<file path="src/rtl/nbj_redirect_unit.sv">
// Non-branch-jump redirect unit: queues front-end jump predictions, checks them in order
// against resolved targets, and issues a one-cycle correction plus flush on a mismatch.
// Optional statistics counters are enabled by defining NBJ_REDIRECT_STATS_EN.
module nbj_redirect_unit #(
    parameter int DEPTH = 8,
    parameter int PTR_W = 3
) (
    input  logic             clk,
    input  logic             rst,
    input  logic             i_pushValid,
    output logic             o_pushReady,
    input  logic [31:0]      i_pushPredPc_32,
    input  logic [2:0]       i_pushType_3,
    input  logic [2:0]       i_pushBtbIndex_3,
    input  logic             i_resolveValid,
    input  logic [31:0]      i_resolveTarget_32,
    output logic [31:0]      o_correctPc_32,
    output logic [2:0]       o_correctPcIndex_3,
    output logic             o_type,
`ifdef NBJ_REDIRECT_STATS_EN
    output logic [15:0]      o_resolveCount_16,
    output logic [15:0]      o_mispredictCount_16,
`endif
    output logic [PTR_W:0]   o_count_4,
    output logic             o_badTarget,
    output logic             o_underflow
);

    localparam logic [2:0] TYPE_JALR = 3'd3;

    // Entry layout: {pred_pc[31:0], type[2:0], btb_index[2:0]}
    logic [37:0]       mem [DEPTH];
    logic [PTR_W-1:0]  rd_ptr;
    logic [PTR_W-1:0]  wr_ptr;
    logic [PTR_W:0]    count;
    logic [PTR_W:0]    count_next;
    logic              redirect_q;

    logic [37:0]       head;
    logic [31:0]       head_pc;
    logic [2:0]        head_type;
    logic [2:0]        head_idx;
    logic              push_ready;
    logic              push_fire;
    logic              resolve_ok;
    logic              resolve_ignored;
    logic              mismatch;
    logic              pop;

    assign head      = mem[rd_ptr];
    assign head_pc   = head[37:6];
    assign head_type = head[5:3];
    assign head_idx  = head[2:0];

    // Push side: valid/ready handshake, a transfer happens when both are high on an edge.
    // A resolve never frees a slot for a push in the same cycle.
    always_comb begin
        push_ready      = (count != (PTR_W+1)'(DEPTH)) && !redirect_q;
        push_fire       = i_pushValid && push_ready;
        resolve_ok      = i_resolveValid && (count != '0) && !redirect_q;
        resolve_ignored = i_resolveValid && !resolve_ok;
        mismatch        = resolve_ok && (head_pc != i_resolveTarget_32);
        pop             = resolve_ok && !mismatch;
    end

    always_comb begin
        count_next = count;
        case ({push_fire, pop})
            2'b10:   count_next = count + (PTR_W+1)'(1);
            2'b01:   count_next = count - (PTR_W+1)'(1);
            default: count_next = count;
        endcase
    end

    assign o_pushReady = push_ready;
    assign o_count_4   = count;

    always_ff @(posedge clk) begin
        if (push_fire) begin
            mem[wr_ptr] <= {i_pushPredPc_32, i_pushType_3, i_pushBtbIndex_3};
        end
    end

    always_ff @(posedge clk) begin
        if (rst) begin
            rd_ptr     <= '0;
            wr_ptr     <= '0;
            count      <= '0;
            redirect_q <= 1'b0;
        end else if (mismatch) begin
            // Flush drops everything, including an entry pushed in this same cycle.
            rd_ptr     <= '0;
            wr_ptr     <= '0;
            count      <= '0;
            redirect_q <= 1'b1;
        end else begin
            if (push_fire) wr_ptr <= wr_ptr + PTR_W'(1);
            if (pop)       rd_ptr <= rd_ptr + PTR_W'(1);
            count      <= count_next;
            redirect_q <= 1'b0;
        end
    end

    // A zero target cannot be signalled (zero means "no correction"), so nothing is driven.
    always_ff @(posedge clk) begin
        if (rst) begin
            o_correctPc_32     <= '0;
            o_correctPcIndex_3 <= '0;
            o_type             <= 1'b0;
        end else if (mismatch && (i_resolveTarget_32 != '0)) begin
            o_correctPc_32     <= i_resolveTarget_32;
            o_correctPcIndex_3 <= head_idx;
            o_type             <= (head_type != TYPE_JALR);
        end else begin
            o_correctPc_32     <= '0;
            o_correctPcIndex_3 <= '0;
            o_type             <= 1'b0;
        end
    end

    always_ff @(posedge clk) begin
        if (rst) begin
            o_badTarget <= 1'b0;
            o_underflow <= 1'b0;
        end else begin
            if (mismatch && (i_resolveTarget_32 == '0)) o_badTarget <= 1'b1;
            if (resolve_ignored)                         o_underflow <= 1'b1;
        end
    end

`ifdef NBJ_REDIRECT_STATS_EN
    always_ff @(posedge clk) begin
        if (rst) begin
            o_resolveCount_16    <= '0;
            o_mispredictCount_16 <= '0;
        end else begin
            if (resolve_ok && (o_resolveCount_16 != 16'hFFFF))
                o_resolveCount_16 <= o_resolveCount_16 + 16'd1;
            if (mismatch && (o_mispredictCount_16 != 16'hFFFF))
                o_mispredictCount_16 <= o_mispredictCount_16 + 16'd1;
        end
    end
`endif

endmodule
</file>
<file path="config.mk">
export PLATFORM = sky130hd
export DESIGN_NAME = nbj_redirect_unit
export DESIGN_NICKNAME = d
export VERILOG_FILES = /design/src/rtl/nbj_redirect_unit.sv
export SDC_FILE = /design/constraint.sdc
export NUM_CORES = 1
export LEC_CHECK = 0
export CELL_PAD_IN_SITES_DETAIL_PLACEMENT = 2
export CELL_PAD_IN_SITES_GLOBAL_PLACEMENT = 2
export CORE_ASPECT_RATIO = 1.5
export CORE_MARGIN = 2
export CORE_UTILIZATION = 35
export CTS_CLUSTER_SIZE = 8
export DETAILED_ROUTE_END_ITERATION = 8
export PLACE_DENSITY = 0.78
export SYNTH_ARGS = -nofsm -noshare
export SYNTH_HDL_FRONTEND = slang
export SYNTH_SLANG_ARGS = --single-unit
</file>
<file path="constraint.sdc">
create_clock -name clk -period 4.7 [get_ports clk]
set_input_delay 0.94 -clock clk [delete_from_list [all_inputs] [get_ports clk]]
set_output_delay 0.94 -clock clk [all_outputs]
set_load 0.02 [all_outputs]
</file>
* Word level (Yosys, flattened, before mapping)
Memory sizes are Yosys's and may differ from the RTL's. A register that Yosys moved wholly into a read port is not among the register bits.
Cells that the tools add are included.
** Cells by class
- $add $sub $neg :: 4
- Multipliers :: 0
- Div/mod/pow operators :: 0
- $lt $le $gt $ge :: 0
- Eq/ne operators :: 5
- Shift operators :: 0
- Multiplexer cells :: 6
- Bitwise operators :: 1
- Reduce and logical (&&, ||, !) cells :: 18
** Operators by type and width (number)
- 32-bit logical NOT :: 1
- 32-bit != test :: 1
- 32-bit nonzero test :: 1
- 1-bit logical AND :: 9
- 4-bit one-hot mux with 2 select lines :: 1
- 3-bit by 1-bit adder with 3-bit output, second input constant :: 2
- 3-bit two-way mux :: 2
- 4-bit by 1-bit adder with 4-bit output, second input constant :: 1
- 4-bit != test, second input constant :: 1
- 4-bit nonzero test :: 1
- 2-bit OR reduction :: 2
- 4-bit by 1-bit subtractor with 4-bit output, second input constant :: 1
- 1-bit logical NOT :: 3
- 1-bit two-way mux :: 3
- 3-bit by 2-bit != test with 1-bit output, second input constant :: 1
- 2-bit by 1-bit equality test with 1-bit output, second input constant :: 1
- 2-bit equality test, second input constant :: 1
- 2-bit nonzero test :: 1
- 1-bit inverter :: 1
** Word-level totals
- Flip-flop bits (word level) :: 49
- Bits in latches :: 0
- RAM bits :: 304
- ROM bits :: 0
- Bits of input ports :: 74
- Output and inout port bits :: 43
- Word-level logic and storage cells :: 44
- Memories :: 1
** Memory list
- mem :: words 8, width 38, read ports 1, clocked after memory_dff 1, wr ports 1, RTL line 32 : logic [37:0] mem [DEPTH];

* Longest topological paths before layout
Gate-level depths: netlist of the first run.
- Depth after elaboration :: 8
- Mapped depth :: 19
- Depth with buffers taken out :: 15

* Worst setup path after synthesis of the first run
OpenSTA, ideal clock, no wires.
- Kind :: register to register
- Start :: register count[0], in the netlist o_count_4[0]
- End :: memory mem[0][0] (enable)
- Setup time :: 0.481 ns
- Arrival time :: 4.105 ns
- Required time :: 4.219 ns
- Slack :: 0.114 ns
- Cell stages (with the launch flop) :: 6
- Buffers on the path :: 0
- Period minus slack after synthesis :: 4.586 ns
- Path through :: dfxtp_1 -> nor3_1 -> a21oi_1 -> and2_0 -> nand2b_1 -> nor3_1
** On the way
- Word-level cells in the longest chain between the ends :: 5
** RTL lines
- start: declaration :: RTL line 35 : logic [PTR_W:0] count;
- start signal: assignment :: RTL line 99 : count <= count_next;
- 4-bit != test :: RTL line 58 : push_ready = (count != (PTR_W+1)'(DEPTH)) && !redirect_q;
- 1-bit logical AND :: RTL line 58
- net o_pushReady :: RTL line 11 : output logic o_pushReady,
- 1-bit logical AND :: RTL line 59 : push_fire = i_pushValid && push_ready;
- 1-bit two-way mux :: RTL line 79 : if (push_fire) begin
- 1-bit two-way mux (not written as such) :: RTL line 80 : mem[wr_ptr] <= {i_pushPredPc_32, i_pushType_3, i_pushBtbIndex_3};
- end: declaration :: RTL line 32
The timed path passes the listed nets, and every way through them passes these cells.

==> results_dict.tcl, run 1 <==
set metrics [dict create \
    power.leakage_nw 5.536 \
    synth_area_um2 13860 \
    wl_per_cell_um 27.68 \
    clock-root-buffer "clkbuf_16" \
    clkLatencyLatePin_ns 0.57 \
    io_buffers 116 \
    fin_nets 1028 \
    setup_viol 0 \
    ys_warn_count 0 \
    drtAntennaViolNets 0 \
    cts_tree "yes" \
    power_density_nw_per_um2 440.2 \
    hpwl_um 26030 \
    synthFlopType "edfxtp_1" \
    drive_above_1_share_pct 17.93 \
    overflow 0 \
    die_w_um 166.5 \
    grt_max_degree 42 \
    antenna_found_initial 5 \
    crit_fanout 23 \
    fin_worst_skew_ns 0.02665 \
    area_growth_pct 24.65 \
    cap_violations 0 \
    gr-usage-all-layers_pct 20.28 \
    fin_crit_sh_pct 91.28 \
    fillers 3711 \
    coreArea_um2 39200 \
    vias_per_cell 5.378 \
    synthArstFlopShare_pct 0 \
    critical_path_class "reg -> reg" \
    wirelength_um 41280 \
    fin_tns_setup_ns 0 \
    maxSlewHeadroom_pct 49.72 \
    yosysSeqAreaShare_pct 73.36 \
    routabilityCongestion 0.7591 \
    rsz0062_at_grt "no" \
    initial_core_util_pct 35.36 \
    holdPathStages 2 \
    drcViolationCount 0 \
    rr_worst_depth 17 \
    synth_edf_count 304 \
    cts_setup_buffers 0 \
    fin_crit_ns 4.290 \
    ys_types 48 \
    hold_violations 0 \
    netlist_instances 782 \
    syn_nets 862 \
    vias 8018 \
    numClockSinks 356 \
    ctsResizeCount 0 \
    tightest_slew_ns 0.7515 \
    fin_ws_ns 0.4100 \
    drv_slew 0 \
    status "complete, no violations" \
    fp.dieH_um 247.7 \
    grt_pass1_wl_um 61800 \
    endpoint_kind "register" \
    clk_pin_slew_worst_paths_ns 0.05 \
    ios 117 \
    vdd_drop_max_uv 265.3 \
    arrival_ns 4.72 \
    start_kind "register" \
    cts_buffers 50 \
    place_ws_ns 0.4337 \
    clockBufferDepth 3 \
    synth-seq-cells 356 \
    drt_first_iter_violations 561 \
    timing.hold.worst.class "reg -> reg" \
    worstPathRequired_ns 5.13 \
    die-area_um2 41250 \
    power_mw 7.607 \
    rows 89 \
    fmax_mhz 233.1 \
    synth_area_per_cell_um2 17.73 \
    holdBufCountCts 0 \
    htreeDepth 2 \
    grt_pass1_vias 9315 \
    firstDrtPassIters 5 \
]
routing by layer:
layer | global-route usage (%) | vias up | wire [um]
li1 | - | 3469 | -
met1 | 23.77 | 4176 | 16260
met2 | 36.27 | 278 | 21390
met3 | 3.540 | 93 | 1925
met4 | 9.508 | 2 | 1692
met5 | 0 | - | 13
sequential cells by signal, summed over array words and instances, names as in the netlist, named ones only:
signal              flops
o_underflow             1
rd_ptr                  3
o_count_4               4
o_type                  1
redirect_q              1
mem                   304
o_correctPcIndex_3      3
wr_ptr                  3
o_badTarget             1
o_correctPc_32         32
cell usage in the layout (no fill, tap or decap), types with 2 or more instances in the layout:
cell and instances:
nand2_1 10, diode_2 4, nand4_1 13, o31ai_1 2, buf_4 30, mux2_2 32
clkbuf_1 37, nor3_1 8, edfxtp_1 304, a21oi_1 6, nor2_4 6, clkbuf_16 50
a211oi_1 8, o21ai_0 14, inv_1 37, o211ai_1 2, o21a_1 3, xor2_1 3
nor2_1 7, mux2i_1 52, nor4_1 45, nor2b_1 3, nor3_2 2, dfxtp_4 2
o22ai_1 16, or3_1 11, inv_6 2, clkdlybuf4s50_1 116, buf_12 5, nand3b_1 3
mux4_2 39, nand4b_1 5, ha_1 5, xnor2_1 19, a22o_1 16, nand2b_1 6
dfxtp_1 49
worst paths after layout:
check	start	to	slack [ns]
setup / recovery	register	o_count_4[2]	0.41
hold / removal	o_underflow	o_underflow	0.49
setup reg to reg	register	o_count_4[2]	0.41
hold reg to reg	o_underflow	o_underflow	0.49
synth_stat cells, types with 2 or more instances:
cell | instances | area, um2
o21ai_0 | 15 | 75.07
or3_1 | 11 | 68.82
nand2_1 | 10 | 37.54
a22o_1 | 16 | 140.1
mux4_2 | 39 | 878.3
ha_1 | 5 | 62.56
nor4_1 | 45 | 281.5
mux2i_1 | 52 | 520.5
buf_1 | 2 | 7.510
nor3_1 | 10 | 50.05
xnor2_1 | 19 | 166.4
nor2_1 | 13 | 48.80
nand4_1 | 13 | 81.33
dfxtp_1 | 52 | 1041
buf_6 | 8 | 90.09
a211oi_1 | 8 | 60.06
nand2b_1 | 6 | 37.54
buf_4 | 6 | 45.04
o22ai_1 | 16 | 100.1
o31ai_1 | 2 | 15.01
edfxtp_1 | 304 | 9129
xor2_1 | 3 | 26.28
clkbuf_1 | 11 | 41.29
nor2b_1 | 3 | 18.77
o211ai_1 | 2 | 15.01
mux2_2 | 32 | 360.4
buf_2 | 9 | 45.04
nand3b_1 | 3 | 22.52
inv_1 | 37 | 138.9
nand4b_1 | 5 | 43.79
a21oi_1 | 6 | 30.03
o21a_1 | 3 | 22.52
stage by stage:
stage / area (um2) / hold slack [ns] / utilization, % / instances
floorplan: 13860 / 0.4496 / - / 782
global placement: 15820 / 0.4557 / 40.35 / 1396
detailed placement: 15820 / 0.4687 / 40.35 / 1396
CTS: 17270 / 0.4929 / 44.06 / 1487
global route: 17280 / 0.5418 / 44.08 / 1490
finish: 17280 / 0.4860 / 44.08 / 1491
kinds of logic after synthesis:
family | after synthesis | synth area share (%)
fa+ha+maj | 6 | 0.5957
mux | 123 | 12.69
buf+inv | 74 | 2.690
flops | 356 | 73.36
xor+xnor | 22 | 1.390
compound gates | 73 | 3.619
simple gates | 128 | 5.651
layout make-up:
class	instances	area, um2	area share [%]
flip-flops and latches	356	10180	58.91
diodes	4	10.01	0.05793
clock buffers	87	1390	8.045
multi-input cells	352	3386	19.59
clock inverters	4	63.81	0.3693
inverters	37	138.9	0.8038
repair buffers	151	1486	8.602
well taps	500	625.6	3.621
power by group:
group          switching [mW]  internal (mW)  total (mW)
Combinational           0.371          0.277       0.648
Sequential             0.0444           3.53        3.57
Clock                    1.34           2.04        3.39
Total                    1.76           5.85        7.61
worst max-delay path: stages (launching register included):
cell,delay [ns]
dfxtp_4,0.60
buf_4,0.48
mux2_2,0.41
o22ai_1,0.31
or3_1,0.19
nand4_1,0.14
nor4_1,0.25
buf_4,0.20
nand3_2,0.08
nor2_1,0.12
ha_1,0.18
buf_4,0.12
inv_1,0.06
fa_1,0.38
xor2_1,0.15
nor2_1,0.08
a21oi_1,0.05
a211oi_1,0.32
Power figures use the tool's default switching activity.
==> run 2, diff against run 1 <==
--- a/config.mk
+++ b/config.mk
@@ -5,10 +5,10 @@
 export SDC_FILE = /design/constraint.sdc
 export NUM_CORES = 1
 export LEC_CHECK = 0
+export CAP_MARGIN = 20
 export CELL_PAD_IN_SITES_DETAIL_PLACEMENT = 2
 export CELL_PAD_IN_SITES_GLOBAL_PLACEMENT = 2
 export CORE_ASPECT_RATIO = 1.5
-export CORE_MARGIN = 2
 export CORE_UTILIZATION = 35
 export CTS_CLUSTER_SIZE = 8
 export DETAILED_ROUTE_END_ITERATION = 8
==> results_dict.tcl, run 2 (synthesis results as in run 1) <==
set metrics [dict create \
    coreArea_um2 38760 \
    drtAntennaViolNets 0 \
    rsz0062_at_grt "no" \
    holdBufCountCts 0 \
    clockBufferDepth 3 \
    grt_max_degree 44 \
    cap_violations 0 \
    cts_setup_buffers 0 \
    wl_per_cell_um 27.48 \
    fp.dieH_um 245.7 \
    endpoint_kind "register" \
    fin_tns_setup_ns 0 \
    dp.cells 1388 \
    combPwrFrac_pct 8.4 \
    maxSlewHeadroom_pct 45.52 \
    area_growth_pct 24.46 \
    power_switching_mw 1.741 \
    fin_nets 1026 \
    io_buffers 116 \
    grt_pass1_vias 9086 \
    routabilityCongestion 0.7623 \
    drcViolationCount 0 \
    seq_power_share_pct 47.0 \
    swShare_pct 22.84 \
    p_int_mw 5.880 \
    power.leakage_nw 5.533 \
    clockPowerShare_pct 44.6 \
    tightest_slew_ns 0.8142 \
    fin_worst_skew_ns 0.01891 \
    die_w_um 164.5 \
    wirelength_um 40720 \
    initial_core_util_pct 35.77 \
    layout_commonest_cell "edfxtp_1" \
    regMostFlops "mem" \
    fmax_mhz 235.6 \
    gr-usage-all-layers_pct 20.45 \
    overflow 0 \
    numClockSinks 356 \
    critical_path_class "reg -> reg" \
    ios 117 \
    firstDrtPassIters 5 \
    drv_slew 0 \
    setup_viol 0 \
    worstPathRequired_ns 5.16 \
    wl_met3_um 1931 \
    timing.hold.worst.class "reg -> reg" \
    fin_crit_sh_pct 90.31 \
    hpwl_um 25590 \
    largest_reg_flops 304 \
    clock-root-buffer "clkbuf_16" \
    grt_pass1_wl_um 59630 \
    htreeDepth 2 \
    start_kind "register" \
    cts_tree "yes" \
    finalNonFillerCells 1482 \
    rows 88 \
    met2_length_um 21500 \
    vias_per_cell 5.413 \
    drive_above_1_share_pct 17.75 \
    layout_common_cells "304 x edfxtp_1, 116 x clkdlybuf4s50_1, 52 x mux2i_1" \
    die-area_um2 40420 \
    clkLatencyLatePin_ns 0.56 \
    power_density_nw_per_um2 441.7 \
    vdd_drop_max_uv 304.8 \
    arrival_ns 4.70 \
    hold_violations 0 \
    clk_pin_slew_worst_paths_ns 0.05 \
    status "complete, no violations" \
    drt_first_iter_violations 545 \
    top_layer "met4" \
    wirelength_met1_um 15720 \
    crit_fanout 23 \
    fin_crit_ns 4.245 \
    ctsResizeCount 0 \
    antenna_found_initial 3 \
    cts_buffers 50 \
    vias 8022 \
]
[run 2: cell types whose count changed in the layout (fill, tap and decap cells not counted), sizes merged]
cell    before  now
buf         35   33
clkbuf      87   89
clkinv       1    2
diode        4    1
inv         39   37
[run 2: worst paths after layout]
| check | slack (ns) | cells past startpoint | to | start |
|---|---|---|---|---|
| worst max-delay path | 0.46 | 18 | o_count_4[3] | register |
| worst min-delay path | 0.50 | 2 | o_underflow | o_underflow |
| worst max register to register | 0.46 | 18 | o_count_4[3] | register |
| worst min register to register | 0.50 | 2 | o_underflow | o_underflow |
[run 2: per-layer routing]
| metal | track usage [%] | vias up |
|---|---|---|
| met4 | 8.877 | 0 |
| met2 | 36.75 | 262 |
| met5 | 0 | - |
| met1 | 23.78 | 4215 |
| met3 | 3.255 | 80 |
| li1 | - | 3465 |
[run 2: final cells by class]
type	instances	area (um2)
antenna	1	2.502
inverter	37	138.9
tap	495	619.3
clock buffer	89	1419
fill	3626	21500
clock inverter	3	62.56
timing repair buffer	149	1446
sequential	356	10180
multi-input combinational	352	3386
[run 2: critical path, cell delays in order, from the launching register on]
cell      delay, ns
dfxtp_4        0.70
buf_12         0.30
nor2b_1        0.41
buf_4          0.24
a22o_1         0.16
or3_1          0.17
nand4_1        0.11
nor4_1         0.31
buf_4          0.20
nand3_2        0.08
nor2_1         0.11
ha_1           0.20
ha_1           0.24
a21o_1         0.18
a21oi_1        0.18
xnor2_1        0.14
nor2_1         0.06
xnor2_1        0.13
a211oi_1       0.19
[run 2: power groups by stage]
stage	Clock, mW	Combinational (mW)	Sequential, mW
floorplan	0	0.333	3.64
global placement	0	0.588	3.64
detailed placement	0	0.616	3.65
CTS	3.47	0.627	3.59
global route	3.58	0.676	3.58
finish	3.40	0.641	3.58
[run 2: stage by stage]
step	hold slack, ns	utilization (%)	instance area (um2)	setup WS, ns	power [mW]
global route	0.5444	44.52	17250	0.1172	7.837
CTS	0.5033	44.46	17230	0.2200	7.688
finish	0.4997	44.52	17250	0.4552	7.620
global placement	0.4519	40.63	15750	0.4473	4.227
floorplan	0.4496	-	13860	0.1140	3.969
detailed placement	0.4681	40.63	15750	0.3252	4.264
==> run 3, diff against run 2 <==
--- a/config.mk
+++ b/config.mk
@@ -12,6 +12,7 @@
 export CORE_UTILIZATION = 35
 export CTS_CLUSTER_SIZE = 8
 export DETAILED_ROUTE_END_ITERATION = 8
+export HOLD_SLACK_MARGIN = 0.08
 export PLACE_DENSITY = 0.78
 export SYNTH_ARGS = -nofsm -noshare
 export SYNTH_HDL_FRONTEND = slang
==> results of run 3 <==
Final layout, timing and power as in run 2 (identical DEF).
